`config.mk`:
```
export PLATFORM = sky130hd
export DESIGN_NAME = adder_result_accumulator
export DESIGN_NICKNAME = d
export VERILOG_FILES = /design/src/rtl/adder_result_accumulator.sv
export SDC_FILE = /design/constraint.sdc
export NUM_CORES = 1
export LEC_CHECK = 0
export BUFFER_PORTS_ARGS = -buffer_cell sky130_fd_sc_hd__buf_2
export CORE_ASPECT_RATIO = 0.5
export CORE_MARGIN = 4
export CORE_UTILIZATION = 25
export DETAILED_ROUTE_END_ITERATION = 16
export SYNTH_ARGS = -nofsm -noshare
export SYNTH_HDL_FRONTEND = slang
export SYNTH_SLANG_ARGS = --single-unit
```
`constraint.sdc`:
```
create_clock -name clk_in -period 3.6 [get_ports clk_in]
set_input_delay 0.18 -clock clk_in [delete_from_list [all_inputs] [get_ports clk_in]]
set_output_delay 0.18 -clock clk_in [all_outputs]
set_load 0.1 [all_outputs]
```
`src/rtl/adder_result_accumulator.sv`:
```
// Block accumulator for 9-bit adder results with handshaked block output.
// Define ADDER_ACC_SATURATE_EN to saturate on overflow instead of wrapping.
module adder_result_accumulator #(
  parameter int ACC_W     = 16,
  parameter int BLOCK_LEN = 4
) (
  input  logic             clk_in,
  input  logic             rst_n_in,
  input  logic [7:0]       sum_in,
  input  logic             carry_in,
  input  logic             valid_in,
  output logic             ready_in,
  output logic [ACC_W-1:0] acc_out,
  output logic [7:0]       count_out,
  output logic             ovf_out,
  output logic             valid_out,
  input  logic             ready_out
);

  typedef enum logic [1:0] {
    IDLE,
    ACCUM,
    DONE
  } state_t;

  state_t           state_q, state_d;
  logic [ACC_W-1:0] acc_q, acc_d;
  logic [7:0]       cnt_q, cnt_d;
  logic             ovf_q, ovf_d;

  logic             accept;
  logic [ACC_W:0]   v;
  logic [ACC_W:0]   t;
  logic [7:0]       cnt_inc;

  assign v       = {{(ACC_W-8){1'b0}}, carry_in, sum_in};
  assign t       = {1'b0, acc_q} + v;
  assign cnt_inc = cnt_q + 8'd1;
  assign accept  = valid_in && ready_in;

  always_ff @(posedge clk_in) begin
    if (!rst_n_in) begin
      state_q <= IDLE;
      acc_q   <= '0;
      cnt_q   <= '0;
      ovf_q   <= 1'b0;
    end else begin
      state_q <= state_d;
      acc_q   <= acc_d;
      cnt_q   <= cnt_d;
      ovf_q   <= ovf_d;
    end
  end

  always_comb begin
    state_d = state_q;
    unique case (state_q)
      IDLE: begin
        if (accept)
          state_d = (BLOCK_LEN == 1) ? DONE : ACCUM;
      end
      ACCUM: begin
        if (accept && cnt_inc == 8'(BLOCK_LEN))
          state_d = DONE;
      end
      DONE: begin
        if (ready_out)
          state_d = IDLE;
      end
      default: state_d = IDLE;
    endcase
  end

  // acc/ovf survive the DONE->IDLE handshake; only the next accept clears them
  always_comb begin
    acc_d = acc_q;
    cnt_d = cnt_q;
    ovf_d = ovf_q;
    unique case (state_q)
      IDLE: begin
        if (accept) begin
          acc_d = v[ACC_W-1:0];
          cnt_d = 8'd1;
          ovf_d = 1'b0;
        end
      end
      ACCUM: begin
        if (accept) begin
          cnt_d = cnt_inc;
          if (t[ACC_W]) begin
            ovf_d = 1'b1;
`ifdef ADDER_ACC_SATURATE_EN
            acc_d = '1;
`else
            acc_d = t[ACC_W-1:0];
`endif
          end else begin
            acc_d = t[ACC_W-1:0];
          end
        end
      end
      DONE: begin
        if (ready_out)
          cnt_d = 8'd0;
      end
      default: cnt_d = 8'd0;
    endcase
  end

  always_comb begin
    ready_in  = (state_q != DONE);
    valid_out = (state_q == DONE);
  end

  assign acc_out   = acc_q;
  assign count_out = cnt_q;
  assign ovf_out   = ovf_q;

endmodule

```
Yosys cells after proc, flatten, opt, wreduce, memory -nomap -nowiden
Cells that the tools add are included. W data, S select, Z words.

Output and inout port bits: 27. Register bits: 27.

Mux-type cells: 15. $add $sub $neg: 2. Eq/ne operators: 9. Reductions and logical operators: 8.

Operator list (count): $mux W16 (2); $pmux W16 S2 (1); $mux W8 (3); $pmux W8 S3 (1); $add A16 B9 Y17 (1); $ne A2 B2 Y1 const B (5); $reduce_and A3 Y1 (3); $add A8 B1 Y8 const B (1); $eq A8 B3 Y1 const B (1); $mux W2 (3); $pmux W2 S3 (1); $reduce_and A4 Y1 (1); $mux W1 (3); $eq A2 B1 Y1 const B (1); $eq A2 B2 Y1 const B (1); $logic_and A1 B1 Y1 (2); $logic_not A2 Y1 (1); $ne A2 B1 Y1 const B (1); $pmux W1 S2 (1); $reduce_bool A2 Y1 (1).

Depth between registers and ports, before layout
Depth after elaboration: 5. Gate-level depth with buffers: 7.

Worst setup path after synthesis
OpenSTA, ideal clock, no wires.

Path kind: register to register. Start: register acc_q[0] (netlist: acc_out[0]). End: register acc_q[12] (netlist: acc_out[12]). Buffers on the path: 0. Data arrival time: 2.419 ns. Setup slack: 1.067 ns. Library setup time: 0.115 ns. Required time: 3.485 ns. Cell stages (with the launch flop): 8. Clock period less this slack: 2.533 ns. Cell sequence: dfxtp_1 > ha_1 > fa_1 > a211o_1 > and3b_1 > o211ai_2 > nor3_1 > o21a_1.

Cells in the longest elaborated chain, start to end: 3.

RTL lines: start: declaration (RTL line 27) `logic [ACC_W-1:0] acc_q, acc_d;`; start signal: assignment (RTL line 44) `acc_q <= '0;`; start signal: assignment (RTL line 49) `acc_q <= acc_d;`; $add A16 B9 Y17 (RTL line 37) `assign t = {1'b0, acc_q} + v;`; $mux W16 (RTL line 88) `if (accept) begin`; $pmux W16 S2 (RTL line 79) `unique case (state_q)`.

No other way between the ends. The select of a mux whose other input is x is not followed. A chain may end at the register's enable or synchronous reset.

Final worst setup path
Start: register acc_q[0] (netlist: acc_out[0]). End: register acc_q[8] (netlist: acc_out[8]).

Same word-level chain as after synthesis.

==> results by stage <==
CTS:
- The CTS tree is built.
- The tree built by TritonCTS fans out to 27 sinks.
- The clock-pin slew of the registers on the worst-case setup and hold paths is 0.07 ns.
- The post-cts resize count is 0.
- CTS built an H-tree with a depth of 1.
- The root buffer cell chosen for the clock tree is clkbuf_16.
- Counting along the longest clock path gives a buffer depth of 2.
- The number of setup buffers added after CTS is 0.
- The number of buffers inserted by hold repair at cts is 0.
- The total clock buffers created by CTS is 3.
- For the worst-skew pair, the clock arrives at the later sink with an insertion delay of 0.26 ns.

STA:
- Measured against its own limit, the worst slew margin works out to between 50% and 60%.
- Setup violations remaining at the end of the flow were counted as 0.
- Hold is met by 0.234 ns.
- The total count of max-transition violations in the final report is 0.
- The slew of the pin with the lowest slew margin is 0.671 ns.
- The final critical delay including setup and external delays is 2.13 ns.
- After routing, the total negative slack on setup checks comes to 0 ns.
- The fmax is about 470 MHz.
- Setup repair after global routing left no endpoint under its margin.
- The hold violation count in the final report came to 0.
- The largest clock skew in the final design is between 0.0015 and 0.002 ns.
- The share of the clock period used by the worst path after layout is 59.1%.
- Once routing completed, OpenROAD measured the worst setup slack at 1.47 ns.

Power and ir drop:
- VDD sags by at most 122 uV.
- The part of the power in combinational logic is roughly 28%.
- The analysis attributes to net switching a power of ~0.00029 W.
- The share of power burned in registers is 39.9%.
- For this design the static power due to leakage is 0.940 nW.
- The final total power is 0.000811 W.
- The switching share of power is 35.2%.
- The clock network is responsible for between 30% and 40% of the overall power.
- For this design the ratio of total power to cell area is 377 mW/mm2.
- The internal portion of the total power is between 0.0005 and 0.0006 W.

Floorplanning:
- The number of placement rows is 21.
- The die outline area is 0.00869 mm2.
- The width of the die is 128 um.
- The core region area is approximately 0.0068 mm2.
- Once the floorplan was initialized, standard cells occupied 26.3% of the core.
- In this run the count of I/O pins placed on the die edge is 40.
- The die height is about 68 um.

Logic synthesis:
- The post-synth net total is between 200 and 300.
- The cell type with the highest aggregate area in the netlist is dfxtp_1.
- The cell count after synthesis is about 230.
- A synthesized cell averages 7.96 um2.
- The cell area after synthesis is 0.00180 mm2.
- Synthesis instantiated 47 different standard cells from the library.
- In the synthesized netlist the async set-or-reset flop fraction comes to 0%.
- The fraction of synthesized cell area taken by the top area cell type is between 30% and 40%.
- The synthesis-stage register bit count is 27.
- Among all flip-flop cells after synthesis, the most frequent one is dfxtp_1.
- By area the synthesized netlist is led by dfxtp_1 30%, ha_1 7.0%, a21oi_1 6.7%, nand2_1 6.3%, o21ai_0 4.5%.
- Yosys mapped a number of flops with a built-in enable equal to 0.
- After synthesis, flip-flops and latches occupy 30.1% of the total area.
- The Yosys step of the flow raised 0 warnings.

Status:
- The run finished with clean final reports.

Routing:
- Summed over all layers, the routed wires come to 4.67 mm.
- In the final routed layout, each cell accounts on average for 13.2 um.
- The first-pass iteration count of the detailed router is 4.
- The total DRC errors in the routed layout is 0.
- The number of vias per cell is roughly 5.
- Once detail routing completed, the nets flagged for antenna violations numbered 0.
- In this run, the number of DRC markers left after iteration 0 of detailed routing was 103.
- The number of vias after detailed routing is between 1.5k and 2k.

Critical path:
- The signal on the critical path passes through ha_1 > fa_1 > a211o_1 > and3b_1 > o21ai_0 > a221oi_1 > o21a_1.
- The number of buffers and inverters on the critical path is 0.
- For this run, the slowest stage of the critical path takes 0.43 ns.
- The start of the worst register-to-register path is acc_out[0].
- By startpoint and endpoint, the worst setup path is classified as reg -> reg.
- The startpoint type of the worst setup path is a register.
- Among cell families on the critical path, the largest total delay comes from compound AO/OA/AOI/OAI gates.
- The data arrival time at the worst-slack endpoint is 2.29 ns.
- The endpoint type of the worst setup path is a register.
- The source of the critical timing path is acc_out[0].
- At the worst endpoint, the required time is approximately 3.8 ns.
- The slowest cell on the critical path is fa_1.
- Along the worst path, the maximum fanout reaches 4.

Worst hold path:
- The worst hold path startpoint is sum_in[4].
- The worst min-delay path category is in -> reg.

Global routing:
- The overall fraction of global-route tracks in use is 11.1%.
- Entering global routing, the biggest net connects 25 pins.
- The wire length of the first global-routing pass is 7.80 mm.
- The initial antenna violation count is 0.
- The total overflow left after global routing is 0.
- The number of global-route vias before repair was 1657.

Layout:
- The footprint of the flip-flops and latches is 541 um2.
- The relative area change from synthesis to final layout is 19.6%.
- The repair_antennas step left the layout with diodes totalling 0.
- The final layout contains 286 nets.
- Counting the fill cells in the layout gives 718.
- The multi-input logic area is 0.00120 mm2.
- The ratio of cells with drive above 1 in the final layout is 17.2%.

Place:
- The post-detailed-placement half-perimeter wirelength is 3.65 mm.
- In this run the tool buffered the top-level ports with 39 buffer cells.
- Timing analysis after detailed placement gives a worst setup slack of 1.51 ns.
- The congestion estimate from routability-driven global placement came to 0.771.

Run:
- The max-capacitance violation count is 0.
[flip-flops by register name (all words and copies together), names as in the netlist]
name,flops
ovf_out,1
acc_out,16
state_q,2
count_out,8
[layer usage]
metal  track usage, %  part of all wire [%]  vias up
met5                0                     0        -
met1             13.2                    46      826
met4             3.57                   1.9        0
li1                 -                     -      894
met3             3.12                   4.7        9
met2             19.6                    47       30
[kinds of logic after synthesis]
family	Yosys count	synth area share (%)
DFF	27	30.1
and+or+nand+nor	88	25.5
adders and majority gates	11	8.07
muxes	5	2.78
buffers and inverters	13	3.13
xor gates and xnor gates	8	3.90
AOI/OAI and AO/OA	74	26.5
[Yosys cell counts (3+ instances only)]
| cell | n |
|---|---|
| o211ai_1 | 5 |
| a31oi_1 | 3 |
| nor3_1 | 4 |
| ha_1 | 10 |
| o21a_1 | 6 |
| clkbuf_1 | 5 |
| nand2_1 | 30 |
| or3_1 | 4 |
| dfxtp_1 | 27 |
| a21boi_0 | 3 |
| o21ai_0 | 16 |
| nand3_1 | 10 |
| a211o_1 | 3 |
| nand2b_1 | 3 |
| xor2_1 | 6 |
| mux2i_1 | 5 |
| nor2b_1 | 6 |
| nor2_1 | 11 |
| nor4_1 | 3 |
| a21o_1 | 3 |
| and3_1 | 3 |
| a21oi_1 | 24 |
| inv_1 | 5 |
[power by group through the flow]
| stage | combinational (W) | clock, W | sequential [W] |
|---|---|---|---|
| after floorplan | 0.000111 | 0 | 0.000400 |
| after global placement | 0.000222 | 0 | 0.000330 |
| after detailed placement | 0.000226 | 0 | 0.000330 |
| after CTS | 0.000227 | 0.000267 | 0.000323 |
| after global routing | 0.000247 | 0.000279 | 0.000326 |
| final | 0.000226 | 0.000261 | 0.000323 |
[worst register-to-register path, stage by stage (launching register included)]
cell	delay, ns
dfxtp_1	0.32
ha_1	0.21
fa_1	0.43
a211o_1	0.34
and3b_1	0.23
o21ai_0	0.21
a221oi_1	0.12
o21a_1	0.17
[placed cells by master (no fill, tap or decap), drive strengths merged, types with 4 or more instances in the layout]
cell type,n
a21oi,24
buf,39
clkbuf,4
dfxtp,27
ha,10
inv,5
mux2i,5
nand2,30
nand3,10
nor2,11
nor2b,6
nor3,4
nor4,4
o211ai,6
o21a,6
o21ai,16
or3,4
xor2,6
[metrics by stage]
step           utilization [%]  cells  instance area [um2]
2_1_floorplan                -    226                 1800
3_3_place_gp              30.3    349                 2070
3_5_place_dp              30.3    349                 2070
4_1_cts                   31.5    353                 2150
5_1_grt                   31.5    353                 2150
6_report                  31.5    353                 2150
[worst paths after layout]
check | endpoint | slack, ns | depth (start not counted)
worst min-delay path | acc_out[4] | 0.23 | 3
worst max-delay path | acc_out[8] | 1.47 | 7
worst min register to register | ovf_out | 0.45 | 2
worst max register to register | acc_out[8] | 1.47 | 7
[layout make-up]
class,count,share of cell area (%)
clock buffer,4,3.67
inverter,5,0.873
multi-input combinational,186,55.9
sequential,27,25.1
tap,92,5.36
timing repair buffer,39,9.08
No activity file was read; power rests on OpenSTA's default activity.
